<file path="src/rtl/mm_rf_pkg.sv">
// mm_rf_pkg: shared register-file writeback types and constants
package mm_rf_pkg;
  localparam int REG_ADDR_W = 4;
  localparam int NUM_ARCH_REGS = 16;
  localparam int PC_IDX = 15;
  localparam int WB_DATA_W = 32;
  typedef enum logic {WB_ALU, WB_MEM} wb_src_e;
  typedef struct packed {
    logic [REG_ADDR_W-1:0] addr;
    logic [WB_DATA_W-1:0] data;
  } wb_req_t;
endpackage

</file>
<file path="src/rtl/wb_scoreboard.sv">
// wb_scoreboard: pending-write vector with issue stall, read hazards and unissued-writeback error
module wb_scoreboard
  import mm_rf_pkg::*;
#(
  parameter int ADDR_W = REG_ADDR_W
) (
  input  logic              clk,
  input  logic              rst,
  input  logic              issue_valid,
  input  logic [ADDR_W-1:0] issue_addr,
  output logic              issue_stall,
  input  logic [ADDR_W-1:0] rd_a1,
  input  logic [ADDR_W-1:0] rd_a2,
  output logic              hazard1,
  output logic              hazard2,
  input  logic              clr_en,
  input  logic [ADDR_W-1:0] clr_addr,
  input  logic              acc_en,
  input  logic [ADDR_W-1:0] acc_addr,
  output logic              err_unissued
);
  localparam int NUM = 1 << ADDR_W;
  logic [NUM-1:0] pending_q, pending_d;
  logic err_q, err_d;
  always_comb begin
    issue_stall = issue_valid && pending_q[issue_addr];
    hazard1 = pending_q[rd_a1];
    hazard2 = pending_q[rd_a2];
    err_d = err_q || (acc_en && !pending_q[acc_addr]);
    pending_d = pending_q;
    if (clr_en) pending_d[clr_addr] = 1'b0;
    // a fresh issue landing on the committing register must survive the clear
    if (issue_valid && !issue_stall) pending_d[issue_addr] = 1'b1;
  end
  always_ff @(posedge clk) begin
    pending_q <= rst ? '0 : pending_d;
    err_q <= rst ? 1'b0 : err_d;
  end
  assign err_unissued = err_q;
endmodule

</file>
<file path="src/rtl/rf_writeback_arbiter.sv">
// rf_writeback_arbiter: round-robin ALU/MEM share of the RF write port, R15 redirected to the PC
module rf_writeback_arbiter
  import mm_rf_pkg::*;
#(
  parameter int DATA_W = 32,
  parameter int ADDR_W = REG_ADDR_W,
  parameter int PC_IDX = mm_rf_pkg::PC_IDX
) (
  input  logic              clk,
  input  logic              rst,
  input  logic              alu_valid,
  input  logic [ADDR_W-1:0] alu_addr,
  input  logic [DATA_W-1:0] alu_data,
  output logic              alu_ready,
  input  logic              mem_valid,
  input  logic [ADDR_W-1:0] mem_addr,
  input  logic [DATA_W-1:0] mem_data,
  output logic              mem_ready,
  input  logic              issue_valid,
  input  logic [ADDR_W-1:0] issue_addr,
  output logic              issue_stall,
  input  logic [ADDR_W-1:0] rd_a1,
  input  logic [ADDR_W-1:0] rd_a2,
  output logic              hazard1,
  output logic              hazard2,
  output logic              rf_we,
  output logic [ADDR_W-1:0] rf_a3,
  output logic [DATA_W-1:0] rf_wd3,
  output logic              pc_we,
  output logic [DATA_W-1:0] pc_wd,
  output logic              err_unissued
);
  localparam logic [ADDR_W-1:0] PC_A = ADDR_W'(PC_IDX);
  wb_src_e last_grant_q, last_grant_d;
  logic rf_we_q, rf_we_d, pc_we_q, pc_we_d, acc, is_pc;
  logic [ADDR_W-1:0] rf_a3_q, rf_a3_d, g_addr, clr_addr;
  logic [DATA_W-1:0] rf_wd3_q, rf_wd3_d, pc_wd_q, pc_wd_d, g_data;
  always_comb begin
    alu_ready = alu_valid && (!mem_valid || last_grant_q == WB_MEM);
    mem_ready = mem_valid && (!alu_valid || last_grant_q == WB_ALU);
    acc = alu_ready || mem_ready;
    g_addr = alu_ready ? alu_addr : mem_addr;
    g_data = alu_ready ? alu_data : mem_data;
    is_pc = g_addr == PC_A;
    last_grant_d = alu_ready ? WB_ALU : mem_ready ? WB_MEM : last_grant_q;
    rf_we_d = acc && !is_pc;
    pc_we_d = acc && is_pc;
    rf_a3_d = rf_we_d ? g_addr : rf_a3_q;
    rf_wd3_d = rf_we_d ? g_data : rf_wd3_q;
    pc_wd_d = pc_we_d ? g_data : pc_wd_q;
    clr_addr = pc_we_q ? PC_A : rf_a3_q;
  end
  always_ff @(posedge clk) begin
    if (rst) begin
      last_grant_q <= WB_MEM;
      rf_we_q <= 1'b0;
      pc_we_q <= 1'b0;
      rf_a3_q <= '0;
      rf_wd3_q <= '0;
      pc_wd_q <= '0;
    end else begin
      last_grant_q <= last_grant_d;
      rf_we_q <= rf_we_d;
      pc_we_q <= pc_we_d;
      rf_a3_q <= rf_a3_d;
      rf_wd3_q <= rf_wd3_d;
      pc_wd_q <= pc_wd_d;
    end
  end
  assign rf_we = rf_we_q;
  assign rf_a3 = rf_a3_q;
  assign rf_wd3 = rf_wd3_q;
  assign pc_we = pc_we_q;
  assign pc_wd = pc_wd_q;
  wb_scoreboard #(.ADDR_W(ADDR_W)) u_sb (
    .clk(clk),
    .rst(rst),
    .issue_valid(issue_valid),
    .issue_addr(issue_addr),
    .issue_stall(issue_stall),
    .rd_a1(rd_a1),
    .rd_a2(rd_a2),
    .hazard1(hazard1),
    .hazard2(hazard2),
    .clr_en(rf_we_q || pc_we_q),
    .clr_addr(clr_addr),
    .acc_en(acc),
    .acc_addr(g_addr),
    .err_unissued(err_unissued)
  );
endmodule

</file>
<file path="config.mk">
export PLATFORM = sky130hd
export DESIGN_NAME = rf_writeback_arbiter
export DESIGN_NICKNAME = d
export VERILOG_FILES = /design/src/rtl/mm_rf_pkg.sv /design/src/rtl/wb_scoreboard.sv /design/src/rtl/rf_writeback_arbiter.sv
export SDC_FILE = /design/constraint.sdc
export NUM_CORES = 1
export LEC_CHECK = 0
export BUFFER_PORTS_ARGS = -buffer_cell sky130_fd_sc_hd__buf_2
export CORE_MARGIN = 2
export CORE_UTILIZATION = 49
export DETAILED_ROUTE_END_ITERATION = 12
export PLACE_DENSITY = 0.8
export SYNTH_ARGS = -nofsm -noshare
export SYNTH_HDL_FRONTEND = slang
export SYNTH_SLANG_ARGS = --single-unit
</file>
<file path="constraint.sdc">
create_clock -name clk -period 3.3 [get_ports clk]
set_input_delay 0.99 -clock clk [delete_from_list [all_inputs] [get_ports clk]]
set_output_delay 0.99 -clock clk [all_outputs]
set_load 0.01 [all_outputs]
</file>
* Word level (Yosys, flattened, before mapping)
Index checks and enable logic that the tools add are counted. Widths: inputs -> output; s select.
Operators by class: magnitude comparators 7, mux-type cells 19, eq/ne operators 1, reductions and logical operators 20, bitwise logic cells 4
Operators with widths (count):
- $mux 16 | 2
- $mux 32 | 1
- $lt 4x5->1 const B | 5
- $and 16x16->16 | 1
- $bmux 1 s4 | 4
- $not 16->16 | 1
- $or 16x16->16 | 1
- $logic_and 1x1->1 | 9
- $demux 1 s4 | 2
- $ge 4x1->1 const B | 2
- $mux 1 | 8
- $mux 4 | 2
- $logic_not 1->1 | 5
- $logic_or 1x1->1 | 5
- $eq 4x4->1 const B | 1
- $reduce_bool 2->1 | 1
- $not 1->1 | 1
Word-level totals: register bits 88, logic and storage cells 59, output and inout port bits 76, input port bits 89

* Logic depth before layout (Yosys ltp)
Gate-level depths: netlist (run 1).
word-level depth 10, gate-level depth with buffers 10, mapped depth without buffers 7

* Cells and area by module
Synthesis (run 1) repeated with hierarchy kept, for this count alone.
Unflattened totals: cell total of the unflattened synthesis 466, area total of the unflattened synthesis 4573.1 um^2
Modules (own cells, without submodules):
- rf_writeback_arbiter | sequential area each 1421.4 um^2, cells an instance 364, area each 3377.0 um^2, instances 1
- wb_scoreboard | sequential area each 340.3 um^2, cells an instance 102, area each 1196.1 um^2, instances 1

* Least setup slack after synthesis (run 1)
OpenSTA, ideal clock, no wires.
path type input-to-output, start in issue_addr[0], end out issue_stall, stages on the path 6, path slack 0.232 ns, buffers on the path 1, data required time 2.310 ns, arrival time 2.078 ns, cell sequence buf_2 mux4_2 nand2_1 nand2_1 nor2_1 a311oi_1
On the way: cells in the longest elaborated chain, start to end 3
RTL lines:
- start: declaration | line rf_writeback_arbiter.sv:20 | input logic [ADDR_W-1:0] issue_addr,
- $bmux 1 s4 | line wb_scoreboard.sv:26 | issue_stall = issue_valid && pending_q[issue_addr];
- $mux 1 (implied by the code) | line wb_scoreboard.sv:26
- $logic_and 1x1->1 | line wb_scoreboard.sv:26
- end: declaration | line rf_writeback_arbiter.sv:21 | output logic issue_stall,
No other way between the ends. The select of a mux whose other input is x is not followed.

* Worst setup path after layout (run 1)
start in rd_a2[0], end out hazard2
On the way: cells in the longest elaborated chain, start to end 2
RTL lines:
- start: declaration | line rf_writeback_arbiter.sv:23 | input logic [ADDR_W-1:0] rd_a2,
- $bmux 1 s4 | line wb_scoreboard.sv:28 | hazard2 = pending_q[rd_a2];
- $mux 1 (implied by the code) | line wb_scoreboard.sv:28
- end: declaration | line rf_writeback_arbiter.sv:25 | output logic hazard2,
No other way between the ends. The select of a mux whose other input is x is not followed.

==> run metrics, run 1 <==
worst slew pin tran 0.807 ns; largest net degree at the start of global routing 70; slew margin rel. 46.2%; setup bufs post-CTS 0; Startpoint Class input port; P per Cell Area 427 mW/mm^2; Die Ht 98.7 um; most common cell in the netlist dfxtp_1; multi-input logic area 0.00234 mm^2; Layout Nets 674; Post-DRT Antenna Nets 0; clk_lat worst skew 0.36 ns; vias in the first global route 3,856; storage element area 0.00176 mm^2; post-synthesis async set-or-reset flop share 0%; routability cong. 0.919; switching power 0.000686 W; Yosys cell types 51; total track usage 22.7%; Comb power frac 18.9%; Internal 0.00160 W; fmax 307 MHz; setup tns final 0 ns; syn nets 529; Port-buffer cells 164; fin crit share 98.7%; clk buf depth 2; P_leak 2.35 nW; number of vias per cell 5.67; Initial DRT Pass Iterations 4; YS warnings 0; final worst hold slack 0.483 ns; Total Power 0.00228 W; CTS Sinks 88; final hold vios 0; Mapped Area 0.00439 mm^2; IO Count 165; Setup-failing EPs final 0; Period minus WS final 3.26 ns; die area 0.00974 mm^2; switch share 30.0%; sequential fraction of the synthesis area 40.1%; first-pass GRT wire length 18,100 um; crit end category output pin; final core utilization 61.3%; # diodes 0; Worst EP arrival 2.27 ns; Max-cap violations 0; vias after detailed routing 3,955; Num CTS Buffers 9; drt first-iter violations 139; Fill cells 734; antenna violations before repair 0; Min-Delay Path Class flop to flop; Top FF cell, synth dfxtp_1; Detailed Place HPWL 8230 um; EDFF count, synth 0; Yosys reg bits 88; RSZ-0062 raised after global routing false; Yosys top cell area share 40.1%; post-cts resize count 0; Clock Skew 0.00912 ns; Die X 98.7 um; hold buffer count at cts 0; Peak VDD IR 0.223 mV; grt ovf 0; Routed WL 11,100 um; sequential share of power 51.0%; Initial Utilization 50.4%; synth cell count leaders 88 x dfxtp_1, 78 x nor2_1, 51 x a211oi_1; Critical Path RT 2.31 ns; Final Max Slew Viols 0; CTS root buffer clkbuf_8; post-route cell area 0.00534 mm^2; Avg Inst Size Synth 9.98 um^2; crit-path max FO 4; largest area contributor in the netlist dfxtp_1; Reg clk slew, reported paths 0.08 ns; Rows 34; area grow syn2layout 21.6%; CTS tree done; core area 0.00872 mm^2; Crit Path Category input port to output pin; Synth Instances 440; Routed WL per cell 15.9 um; synth top area cells dfxtp_1 40%, mux2i_1 8.9%, a211oi_1 8.7%; layout cell share with drive strength beyond 1 39.8%; placed cell area 0.00516 mm^2; clock network power share 30.1%; H-Tree Level Count 3; Residual DRC 0; status complete, no violations
-- stage by stage --
stage / cells / setup WS (ns)
after floorplan: 440 / 0.232
after global placement: 682 / 0.0620
after detailed placement: 682 / 0.0217
after CTS: 698 / 0.0213
after global routing: 698 / 0.00979
final: 698 / 0.0428
-- layout make-up --
cell class                      count  share of cell area [%]
Multi-Input combinational cell    310                    43.9
Inverter                            7                   0.585
Tap cell                          108                    2.53
Timing Repair Buffer              169                    16.7
Clock buffer                       10                    2.39
Sequential cell                    88                    33.0
Clock inverter                      6                   0.983
-- logic make-up after synthesis --
kind of cell           share of synthesized area (%)
AO/OA/AOI/OAI                                   19.9
buffers and inverters                           6.75
flip-flops                                      40.1
multiplexers                                    17.6
AND/OR/NAND/NOR                                 15.7
-- layout by cell type, fill, tap and decap left out, types with 4 or more instances in the layout --
cell type,n
buf_4,4
nor2_1,78
nand3_1,15
a32o_1,6
a211oi_1,51
nand2b_1,8
and2_1,4
buf_2,161
clkbuf_8,9
mux2i_1,39
nand2_1,24
nor3_1,5
inv_1,5
mux4_2,16
o21ai_0,5
dfxtp_1,88
a211oi_2,17
o31ai_1,4
nor3b_1,6
-- sequential cells by signal, summed over array words and instances, names as in the netlist --
register           flops
pc_wd                 32
rf_wd3                32
u_sb.pending_q        16
rf_a3                  4
last_grant_q           1
pc_we                  1
rf_we                  1
u_sb.err_unissued      1
-- worst max-delay path, cell delays in order --
cell	delay, ns
clkbuf_4	0.16
mux4_2	0.50
mux4_2	0.47
buf_2	0.15
-- layer usage --
layer	GRT usage, %	vias up	wire (um)
li1	-	1916	-
met5	0	-	0
met3	6.95	15	947
met4	9.06	0	178
met2	37.7	155	5400
met1	27.7	1869	4560
-- worst paths after layout --
kind / startpoint / endpoint / slack (ns) / depth (start not counted)
worst min register to register: u_sb.err_unissued / u_sb.err_unissued / 0.48 / 2
worst min-delay path: u_sb.err_unissued / u_sb.err_unissued / 0.48 / 2
worst max register to register: last_grant_q / rf_wd3[26] / 1.24 / 7
worst max-delay path: rd_a2[0] / hazard2 / 0.04 / 4
-- power groups by stage --
stage          Sequential (W)  Clock [W]  Combinational [W]
6_report              0.00116   0.000687           0.000432
5_1_grt               0.00117   0.000742           0.000474
4_1_cts               0.00116   0.000707           0.000434
3_5_place_dp          0.00119          0           0.000433
3_3_place_gp          0.00119          0           0.000420
2_1_floorplan         0.00121          0           0.000264
Power figures use the tool's default switching activity.
==> run 2, diff against run 1 <==
--- a/config.mk
+++ b/config.mk
@@ -7,9 +7,11 @@
 export LEC_CHECK = 0
 export BUFFER_PORTS_ARGS = -buffer_cell sky130_fd_sc_hd__buf_2
 export CORE_MARGIN = 2
-export CORE_UTILIZATION = 49
+export CORE_UTILIZATION = 50
 export DETAILED_ROUTE_END_ITERATION = 12
+export MAX_ROUTING_LAYER = met4
 export PLACE_DENSITY = 0.8
 export SYNTH_ARGS = -nofsm -noshare
 export SYNTH_HDL_FRONTEND = slang
+export SYNTH_HIERARCHICAL = 1
 export SYNTH_SLANG_ARGS = --single-unit
==> run metrics, run 2 <==
post-route cell area 0.00571 mm^2; Port-buffer cells 164; XOR/XNOR share of the synthesized area 0%; IO Count 165; Yosys top cell area share 38.5%; CTS tree done; Critical Path RT 2.31 ns; final hold vios 0; setup ws final 0.000436 ns; final worst hold slack 0.461 ns; crit-path max FO 5; crit path cell chain buf_12, mux4_2, mux4_2, and2_4, buf_6; Post-DRT Antenna Nets 0; Rows 34; Die Ht 99.6 um; P_leak 2.40 nW; YS warnings 6; number of vias per cell 6.03; Slowest-stage cell, CP mux4_2; final core utilization 64.8%; sequential fraction of the synthesis area 38.5%; Crit Path Category input port to output pin; Setup-failing EPs final 0; Routed WL 13,000 um; worst slew pin tran 1.05 ns; core area 0.00881 mm^2; total track usage 26.8%; layout cell share with drive strength beyond 1 44.4%; Crit path top cell by count mux4_2; vias in the first global route 4,177; vias after detailed routing 4,396; syn nets 555; Min-Delay Path Class flop to flop; Layout Nets 705; synth cell count leaders 88 x dfxtp_1, 68 x inv_1, 43 x a221oi_2; adder-cell area share of the yosys netlist 0%; Fill cells 715; P per Cell Area 431 mW/mm^2; Final Max Slew Viols 0; status complete, no violations; H-Tree Level Count 3; routability cong. 0.906; Yosys cell types 42; placed cell area 0.00545 mm^2; die area 0.00993 mm^2; clk buf depth 2; post-synthesis compound-gate area fraction 31.0%; Reg clk slew, reported paths 0.08 ns; Initial Utilization 51.9%; CTS root buffer clkbuf_8; RSZ-0062 raised after global routing true; Detailed Place HPWL 9550 um; drt first-iter violations 164; main combinational cell family by area after synthesis compound AO/OA/AOI/OAI gates; mux share of post-synthesis cell area 10.6%; Avg Inst Size Synth 9.81 um^2; fin crit share 100%; Setup WS pre-CTS -0.213 ns; Peak VDD IR 0.250 mV; Initial DRT Pass Iterations 4; Period minus WS final 3.30 ns; largest net degree at the start of global routing 38; area grow syn2layout 24.8%; Clock Skew 0.0163 ns; Total Power 0.00246 W; storage element area 0.00176 mm^2; Worst EP arrival 2.31 ns; crit end category output pin; Num CTS Buffers 9; post-synthesis async set-or-reset flop share 0%; Yosys reg bits 88; EDFF count, synth 0; clk_lat worst skew 0.35 ns; CTS Sinks 88; crit-path max cell delay 0.50 ns; grt ovf 0; Routed WL per cell 17.8 um; most common cell after layout, fill and taps aside buf_2; antenna violations before repair 0; Synth Instances 466; Mapped Area 0.00457 mm^2; multi-input logic area 0.00233 mm^2; Startpoint Class input port; most frequent cells in the layout 159 x buf_2, 88 x dfxtp_1, 68 x inv_1; Synth Area in Simple Gates 9.30%; most common cell in the netlist dfxtp_1; first-pass GRT wire length 20,800 um; Top FF cell, synth dfxtp_1; largest area contributor in the netlist dfxtp_1; # diodes 0; fmax 303 MHz; Die X 99.6 um; synth top area cells dfxtp_1 39%, a221oi_2 14%, mux4_2 8.4%; slew margin rel. 29.7%; Max-cap violations 0; Residual DRC 0
[run 2: kinds of logic (layout without fill, tap and decap cells)]
| family | after synthesis | in the layout |
|---|---|---|
| AOI/OAI and AO/OA | 166 | 166 |
| buffers and inverters | 108 | 263 |
| DFF | 88 | 88 |
| muxes | 25 | 25 |
| and+or+nand+nor | 79 | 79 |
[run 2: area by class of cell]
class | instances | area share, %
timing repair buffer | 178 | 17.6
clock inverter | 5 | 1.43
clock buffer | 11 | 2.30
inverter | 69 | 4.54
tap | 108 | 2.37
multi-input combinational | 270 | 40.9
sequential | 88 | 30.9
[run 2: metal layers]
metal / GRT usage, % / vias up / part of all wire, %
met5: - / - / 0
met4: 11.3 / 0 / 3.4
met3: 3.65 / 48 / 7.1
met2: 46.0 / 217 / 50
met1: 31.5 / 2097 / 39
li1: - / 2034 / -
[run 2: timing repair]
action	CTS	global route
endpoints found under the setup margin	1	3
buffers inserted	3	0
gates resized for setup	5	4
pin swaps	1	0
hold buffers	0	0
[run 2: worst paths after layout]
kind,slack (ns),startpoint,end,cells past startpoint
worst min register to register,0.46,pc_wd[30],pc_wd[30],2
worst max register to register,1.10,last_grant_q,u_sb/err_unissued,7
worst max-delay path,0.0004,issue_addr[0],issue_stall,5
worst min-delay path,0.46,pc_wd[30],pc_wd[30],2
[run 2: stage by stage]
| stage | TNS (ns) | std cells |
|---|---|---|
| after global placement | -0.175 | 710 |
| after floorplan | 0 | 466 |
| after CTS | -0.00249 | 729 |
| after global routing | -0.0406 | 729 |
| final | 0 | 729 |
| after detailed placement | -0.213 | 710 |
[run 2: worst max-delay path, delay by kind of cell]
kind | cells | cell delay, ns
and+or+nand+nor | 1 | 0.15
buffers and inverters | 2 | 0.20
muxes | 2 | 0.97
[run 2: power by group]
group          leakage [nW]  switching (W)  internal (W)
combinational          1.58       0.000285      0.000214
clock                 0.104       0.000371      0.000428
sequential            0.722      0.0000383       0.00112
